File: src/rtl/pp_reduce_seq_if.sv
// Valid/ready bundle between the partial-product generator, the reducer
// and the downstream result consumer.
interface pp_reduce_seq_if #(
  parameter int N = 6
);
  logic [N*N-1:0] pp_in;
  logic           in_valid;
  logic           in_ready;
  logic [2*N-1:0] prod;
  logic           out_valid;
  logic           out_ready;

  modport master (
    output pp_in, in_valid, out_ready,
    input  in_ready, prod, out_valid
  );

  modport slave (
    input  pp_in, in_valid, out_ready,
    output in_ready, prod, out_valid
  );
endinterface

File: src/rtl/pp_reduce_seq.sv
// Sequential partial-product reducer: one matrix row is shift-added per clock
// into a 2N-bit product, with optional truncation of the low columns.
module pp_reduce_seq #(
  parameter int N           = 6,
  parameter int APPROX_COLS = 0
) (
  input  logic              clk,
  input  logic              rst,
  pp_reduce_seq_if.slave    bus,
  output logic              busy
);
  localparam int CW = $clog2(N) + 1;
  localparam int PW = 2 * N;
  localparam int MW = N * N;

  typedef enum logic [1:0] {IDLE, ACCUM, DONE} state_t;

  state_t                 state, state_next;
  logic [MW-1:0]          mat;
  logic [PW-1:0]          acc;
  logic [PW-1:0]          prod_r;
  logic [CW-1:0]          cnt;
  logic [N-1:0]           rows [N];
  logic [N-1:0]           row;
  logic [PW-1:0]          term;
  logic [PW-1:0]          acc_sum;
  logic                   last_row;

  // Keep bit j of row r only when its weight 2^(r+j) survives truncation.
  function automatic logic [N-1:0] col_mask(input logic [CW-1:0] r);
    logic [N-1:0] m;
    for (int j = 0; j < N; j++) m[j] = ((int'(r) + j) >= APPROX_COLS);
    return m;
  endfunction

  for (genvar i = 0; i < N; i++) begin : g_rows
    assign rows[i] = mat[i*N +: N];
  end

  always_comb begin
    row      = rows[cnt[CW-2:0]];
    term     = {{N{1'b0}}, row & col_mask(cnt)} << cnt;
    acc_sum  = acc + term;
    last_row = (cnt == CW'(N - 1));
  end

  always_ff @(posedge clk or posedge rst) begin
    if (rst) state <= IDLE;
    else     state <= state_next;
  end

  always_comb begin
    state_next = state;
    case (state)
      IDLE:    if (bus.in_valid)  state_next = ACCUM;
      ACCUM:   if (last_row)      state_next = DONE;
      DONE:    if (bus.out_ready) state_next = IDLE;
      default:                    state_next = IDLE;
    endcase
  end

  always_ff @(posedge clk or posedge rst) begin
    if (rst) begin
      mat    <= '0;
      acc    <= '0;
      cnt    <= '0;
      prod_r <= '0;
    end else begin
      case (state)
        IDLE: begin
          if (bus.in_valid) begin
            mat <= bus.pp_in;
            acc <= '0;
            cnt <= '0;
          end
        end
        ACCUM: begin
          acc <= acc_sum;
          cnt <= cnt + CW'(1);
          if (last_row) prod_r <= acc_sum;
        end
        default: ;
      endcase
    end
  end

  assign bus.in_ready  = (state == IDLE);
  assign bus.out_valid = (state == DONE);
  assign bus.prod      = prod_r;
  assign busy          = (state != IDLE);
endmodule

File: src/flat_wrapper.sv
// flat-port wrapper written by rule: the top's interface ports become plain ports
module pp_reduce_seq_flat 
#(
  parameter int N           = 6,
  parameter int APPROX_COLS = 0
)
  (clk, rst, busy, bus_pp_in, bus_in_valid, bus_out_ready, bus_in_ready, bus_prod, bus_out_valid);
  pp_reduce_seq_if #(.N(N)) bus_i ();
  input  logic clk;
  input  logic rst;
  output logic busy;
  input wire logic [$bits(bus_i.pp_in)-1:0] bus_pp_in;
  input wire logic [$bits(bus_i.in_valid)-1:0] bus_in_valid;
  input wire logic [$bits(bus_i.out_ready)-1:0] bus_out_ready;
  output wire logic [$bits(bus_i.in_ready)-1:0] bus_in_ready;
  output wire logic [$bits(bus_i.prod)-1:0] bus_prod;
  output wire logic [$bits(bus_i.out_valid)-1:0] bus_out_valid;
  assign bus_i.pp_in = bus_pp_in;
  assign bus_i.in_valid = bus_in_valid;
  assign bus_i.out_ready = bus_out_ready;
  assign bus_in_ready = bus_i.in_ready;
  assign bus_prod = bus_i.prod;
  assign bus_out_valid = bus_i.out_valid;
  pp_reduce_seq #(.N(N), .APPROX_COLS(APPROX_COLS)) u_core (.clk(clk), .rst(rst), .bus(bus_i), .busy(busy));
endmodule
File: config.mk
export PLATFORM = sky130hd
export DESIGN_NAME = pp_reduce_seq_flat
export DESIGN_NICKNAME = d
export VERILOG_FILES = /design/src/rtl/pp_reduce_seq_if.sv /design/src/rtl/pp_reduce_seq.sv /design/src/flat_wrapper.sv
export SDC_FILE = /design/constraint.sdc
export NUM_CORES = 1
export LEC_CHECK = 0
export CAP_MARGIN = 20
export CORE_ASPECT_RATIO = 0.7
export CORE_MARGIN = 3
export CORE_UTILIZATION = 38
export CTS_BUF_LIST = sky130_fd_sc_hd__clkbuf_8
export CTS_CLUSTER_DIAMETER = 80
export CTS_CLUSTER_SIZE = 25
export DETAILED_ROUTE_END_ITERATION = 8
export GPL_TIMING_DRIVEN = 0
export SLEW_MARGIN = 25
export SYNTH_ARGS = -nofsm -noshare
export SYNTH_HDL_FRONTEND = slang
export SYNTH_SLANG_ARGS = --single-unit
File: constraint.sdc
create_clock -name clk -period 3.85 [get_ports clk]
set_input_delay 0.77 -clock clk [delete_from_list [all_inputs] [get_ports clk]]
set_output_delay 0.77 -clock clk [all_outputs]
set_load 0.01 [all_outputs]
Yosys cells after proc, flatten, opt, wreduce, memory -nomap -nowiden
Index checks and enable logic that the tools add are counted. Widths: inputs -> output; s select.

Register bits after elaboration: 66. Bits of input ports: 40. Word-level logic and storage cells: 46.

$add $sub $neg: 7. Order comparisons: 7. Equality and inequality tests: 6. Shift operators: 1. Mux-type cells: 11. Bitwise gates (word level): 2. Reduce and logical (&&, ||, !) cells: 7.

Operators with widths (number): $ge 32x1->1 const B (5); $pmux 12 s2 (1); $bmux 6 s3 (1); $add 12x12->12 (1); $mux 12 (1); $mux 6 (2); $shl 6x4->12 (1); $add 4x2->5 const B (2); $add 4x3->5 const B (2); $pmux 4 s2 (1); $and 6x6->6 (1); $mux 2 (3); $pmux 2 s3 (1); $reduce_and 2->1 (3); $add 4x1->5 const B (1); $add 4x1->4 const B (1); $eq 4x3->1 const B (1); $ge 4x1->1 const B (1); $ge 4x4->1 const B (1); $mux 4 (1); $ne 2x2->1 const B (2); $not 3->4 (1); $reduce_bool 2->1 (2); $reduce_and 3->1 (1); 4 further kinds (4).

Logic depth before layout (Yosys ltp)
Depth after elaboration: 8. Gate-level depth with buffers: 17. Depth with buffers taken out: 15.

Least setup slack after synthesis
Ideal clock, no wire load.

Kind: register to register. Start point: reg u_core.cnt[2]. End point: reg u_core.prod_r[11], in the netlist u_core.bus.prod[11]. Library setup time: 0.125 ns. Arrival time: 3.186 ns. Data required time: 3.725 ns. Slack: 0.539 ns. Stages on the path, launching flop included: 16. Buffers on the path: 2. Cells stage by stage: dfrtp_1 buf_2 nor2b_1 buf_6 nand2_1 o21a_1 a221o_1 a221oi_1 ha_1 a2111oi_4 o21ai_2 a41oi_2 a21oi_2 xor2_1 xor2_1 mux2_2.

Cells in the longest elaborated chain, start to end: 7. Elaborated cells on any way between the ends: 20.

Ends and longest elaborated chain: from (decl) (line pp_reduce_seq.sv:22) `logic [CW-1:0] cnt;`; from (signal assigned) (line pp_reduce_seq.sv:79) `cnt <= cnt + CW'(1);`; parallel branches: the longest is 7 deep, another holds $ge 32x1->1; to (signal assigned) (line pp_reduce_seq.sv:80) `if (last_row) prod_r <= acc_sum;`; to (decl) (line pp_reduce_seq.sv:21) `logic [PW-1:0] prod_r;`.

Several ways; the timed one is not identified. The select of a mux whose other input is x is not followed. A chain may end at the register's enable or synchronous reset.

Final worst setup path
Same ends and word-level chain as after synthesis.

==> impl_metrics.json <==
{
  "antenna_cells": 0,
  "clock_sinks": 66,
  "endpoint_kind": "flop",
  "pin_count": 55,
  "start_util": 0.4051,
  "fin_crit_ps": 3606,
  "hold_class": "flop to flop",
  "syn-instance-count": 409,
  "synthesis.area_sq_mm": 0.003548,
  "place_worst_setup_slack_ps": -176.3,
  "drv_cap": 0,
  "yosysMostFrequentCell": "nand2_1",
  "synth.distinct_cells": 50,
  "hold_path_depth": 2,
  "track_usage": 0.1969,
  "grt_pass1_wl_mm": 16.03,
  "area_growth_pct": 26.76,
  "max_freq_mhz": 277.3,
  "worstMarginPinSlew_ps": 581.4,
  "max-vdd-ir-drop_mv": 0.4170,
  "ys_ff_latch": 66,
  "min_to": "u_core.bus.prod[7]$_DFFE_PP0P_",
  "cts_buffers": 9,
  "rsz0062_at_grt": "no",
  "routedWlPerCell_um": 15.70,
  "synth-simple-area-share": 0.2228,
  "routed_via_density": 5.003,
  "root_buffer": "clkbuf_8",
  "cts_buffer_depth": 2,
  "gp_congestion": 0.8769,
  "slew_violations": 0,
  "hpwlAfterDp_mm": 7.029,
  "drc": 0,
  "start_kind": "flop",
  "power_uw": 4095,
  "synth-xor-area-share": 0.02962,
  "grt_pass1_vias": 3054,
  "outcome": "finished clean",
  "hold_violations": 0,
  "cts_max_level": 3,
  "setup_tns_ps": 0,
  "grt_max_degree": 36,
  "gr-total-overflow": 0,
  "async_reset_ff_frac": 1.000,
  "synth_commonest_cells": "nand2_1 (140), dfrtp_1 (66), o21ai_0 (34), nor2_1 (18), nand3_1 (17)",
  "synth_area_leader_cell": "dfrtp_1",
  "synth.net_count": 463,
  "worstSetupPathType": "flop to flop",
  "crit_path_max_incr_delay_ps": 360,
  "filler_cell_count": 882,
  "finalClockSkew_ps": 11.68,
  "cp_max_fo": 9,
  "cts_tree": "done",
  "r2r_slack_ps": 240,
  "clock_latency_ps": 350,
  "period_share": 0.9366,
  "critical_path.cell_chain": "clkbuf_4, nor2b_1, buf_6, nand2_1, o21a_1, a221o_1, a221oi_2, ha_1, a2111oi_4, o21ai_2, a41oi_2, a21oi_2, xor2_2, xor2_1, mux2_2",
  "drive_gt1_frac": 0.09167,
  "synth_compound_gate_area_share": 0.1495,
  "power_leakage_uw": 0.002079,
  "worstRegToRegCells": 15,
  "setup_viol": 0,
  "num_vias": 3002,
  "rows": 28,
  "synth_top_family_by_area": "simple AND/OR/NAND/NOR gates",
  "synth.avg_cell_area_sq_um": 8.676,
  "ant_nets": 0,
  "r2r_end": "u_core.bus.prod[11]$_DFFE_PP0P_",
  "die_h_um": 86.85,
  "drtIter0Drc": 194,
  "ys.flop_type": "dfrtp_1",
  "nets": 530,
  "port_buffers": 54,
  "die_area_sq_mm": 0.01055,
  "die_width_um": 121.5,
  "arrival_ps": 3830,
  "yosysWarnings": 0,
  "antenna_found_initial": 0,
  "dr.pass1.iters": 6,
  "required_ps": 4070,
  "synth_enable_flop_cells": 0,
  "clk_pin_slew_ps": 70,
  "muxShareOfSynthArea": 0.04408,
  "synth.area.top_cells": "dfrtp_1 (47%), nand2_1 (15%), o21ai_0 (4.8%)",
  "yosysTopAreaCellShare": 0.4654,
  "r2r-start": "u_core.cnt[2]$_DFFE_PP0P_",
  "ys_seq_area_frac": 0.4654,
  "relSlewSlack": 0.6124,
  "pwr_density_cell_mw_per_mm2": 910.5,
  "finalWirelength_mm": 9.420,
  "min_from": "u_core.bus.prod[7]$_DFFE_PP0P_",
  "post-route-util": 0.5136,
  "crit_slowest_cell": "dfrtp_1",
  "yosys.area_share.adder": 0.05148,
  "worst_slack_ps": 244.1,
  "core_sq_mm": 0.008758
}
## how the worst max path moves through the flow
stage / start / end / slack, ps / cells after the start
floorplan: u_core.cnt[2]$_DFFE_PP0P_ / u_core.bus.prod[11]$_DFFE_PP0P_ / 540 / 15
detailed placement: u_core.cnt[2]$_DFFE_PP0P_ / u_core.bus.prod[11]$_DFFE_PP0P_ / -180 / 15
global route: u_core.cnt[2]$_DFFE_PP0P_ / u_core.bus.prod[11]$_DFFE_PP0P_ / 9 / 15
global placement: u_core.cnt[2]$_DFFE_PP0P_ / u_core.bus.prod[11]$_DFFE_PP0P_ / -160 / 15
finish: u_core.cnt[2]$_DFFE_PP0P_ / u_core.bus.prod[11]$_DFFE_PP0P_ / 240 / 15
CTS: u_core.cnt[2]$_DFFE_PP0P_ / u_core.bus.prod[10]$_DFFE_PP0P_ / 70 / 14
## power breakdown
part | internal (uW) | leakage (uW) | switching, uW
logic | 980 | 0.00115 | 1360
clock network | 260 | 0.0000961 | 259
registers | 1020 | 0.000828 | 216
## routing by layer
metal / track usage / wire (um) / vias up
met3: 0.05584 / 639 / 8
met5: 0 / 0 / -
met2: 0.2607 / 3611 / 87
met4: 0.05188 / 81 / 0
li1: - / - / 1512
met1: 0.3102 / 5087 / 1395
## flip-flops by register name (all words and copies together) (netlist names)
| signal | count |
|---|---|
| u_core.state | 2 |
| u_core.mat | 36 |
| u_core.bus.prod | 12 |
| u_core.cnt | 4 |
| u_core.acc | 12 |
## final cells by class
type	count	area, sq um	share of cell area
multi-input combinational	313	1805	0.4014
sequential	66	1653	0.3675
timing repair buffer	56	568.0	0.1263
clock buffer	11	151.4	0.03366
tap	120	150.1	0.03338
buffer	24	122.6	0.02726
inverter	6	28.78	0.006398
clock inverter	4	18.77	0.004172
## layout by cell type, fill, tap and decap left out, drive strengths merged, types with 2 or more instances in the layout
cell           synthesis  final
nand2                140    140
dfrtp                 66     66
clkdlybuf4s50          0     54
o21ai                 36     36
clkbuf                16     30
nor2                  19     19
nand3                 17     17
ha                    13     13
a21oi                 12     12
mux2i                 10     10
xor2                   9      9
buf                    8      7
o211ai                 6      6
inv                    5      6
nand2b                 4      4
nor3                   4      4
xnor2                  3      3
a21o                   3      3
o21a                   3      3
a31oi                  3      3
mux2                   3      3
clkinv                 1      3
and2                   3      3
a22o                   3      3
nor2b                  2      2
a211oi                 2      2
o311ai                 2      2
o31ai                  2      2
## through the flow
step	hold WS, ps	instance area, sq um	cells
finish	475.9	4498	600
global route	500.1	4498	600
CTS	483.1	4447	599
detailed placement	466.7	4262	584
global placement	456.5	4239	583
floorplan	437.4	3548	409
## what timing repair did
| item | in CTS | in global routing |
|---|---|---|
| pin swaps | 0 | 2 |
| gates resized for setup | 3 | 13 |
| setup buffers | 0 | 1 |
| hold buffers | 0 | 0 |
| setup endpoints to repair | 6 | 6 |
## worst max-delay path, delay by kind of cell (launching register included)
kind / cells / cell delay [ps]
DFF: 1 / 360
muxes: 1 / 260
buffers and inverters: 2 / 340
adders and majority gates: 1 / 310
and+or+nand+nor: 2 / 260
AOI/OAI and AO/OA: 7 / 1610
xor gates and xnor gates: 2 / 350
## logic make-up (layout without fill, tap and decap cells)
group	Yosys count	in the layout
compound gates	80	80
buf+inv	30	101
mux	14	14
flops	66	66
simple gates	193	193
xor+xnor	12	12
fa+ha+maj	14	14
No activity file was read; power rests on OpenSTA's default activity.
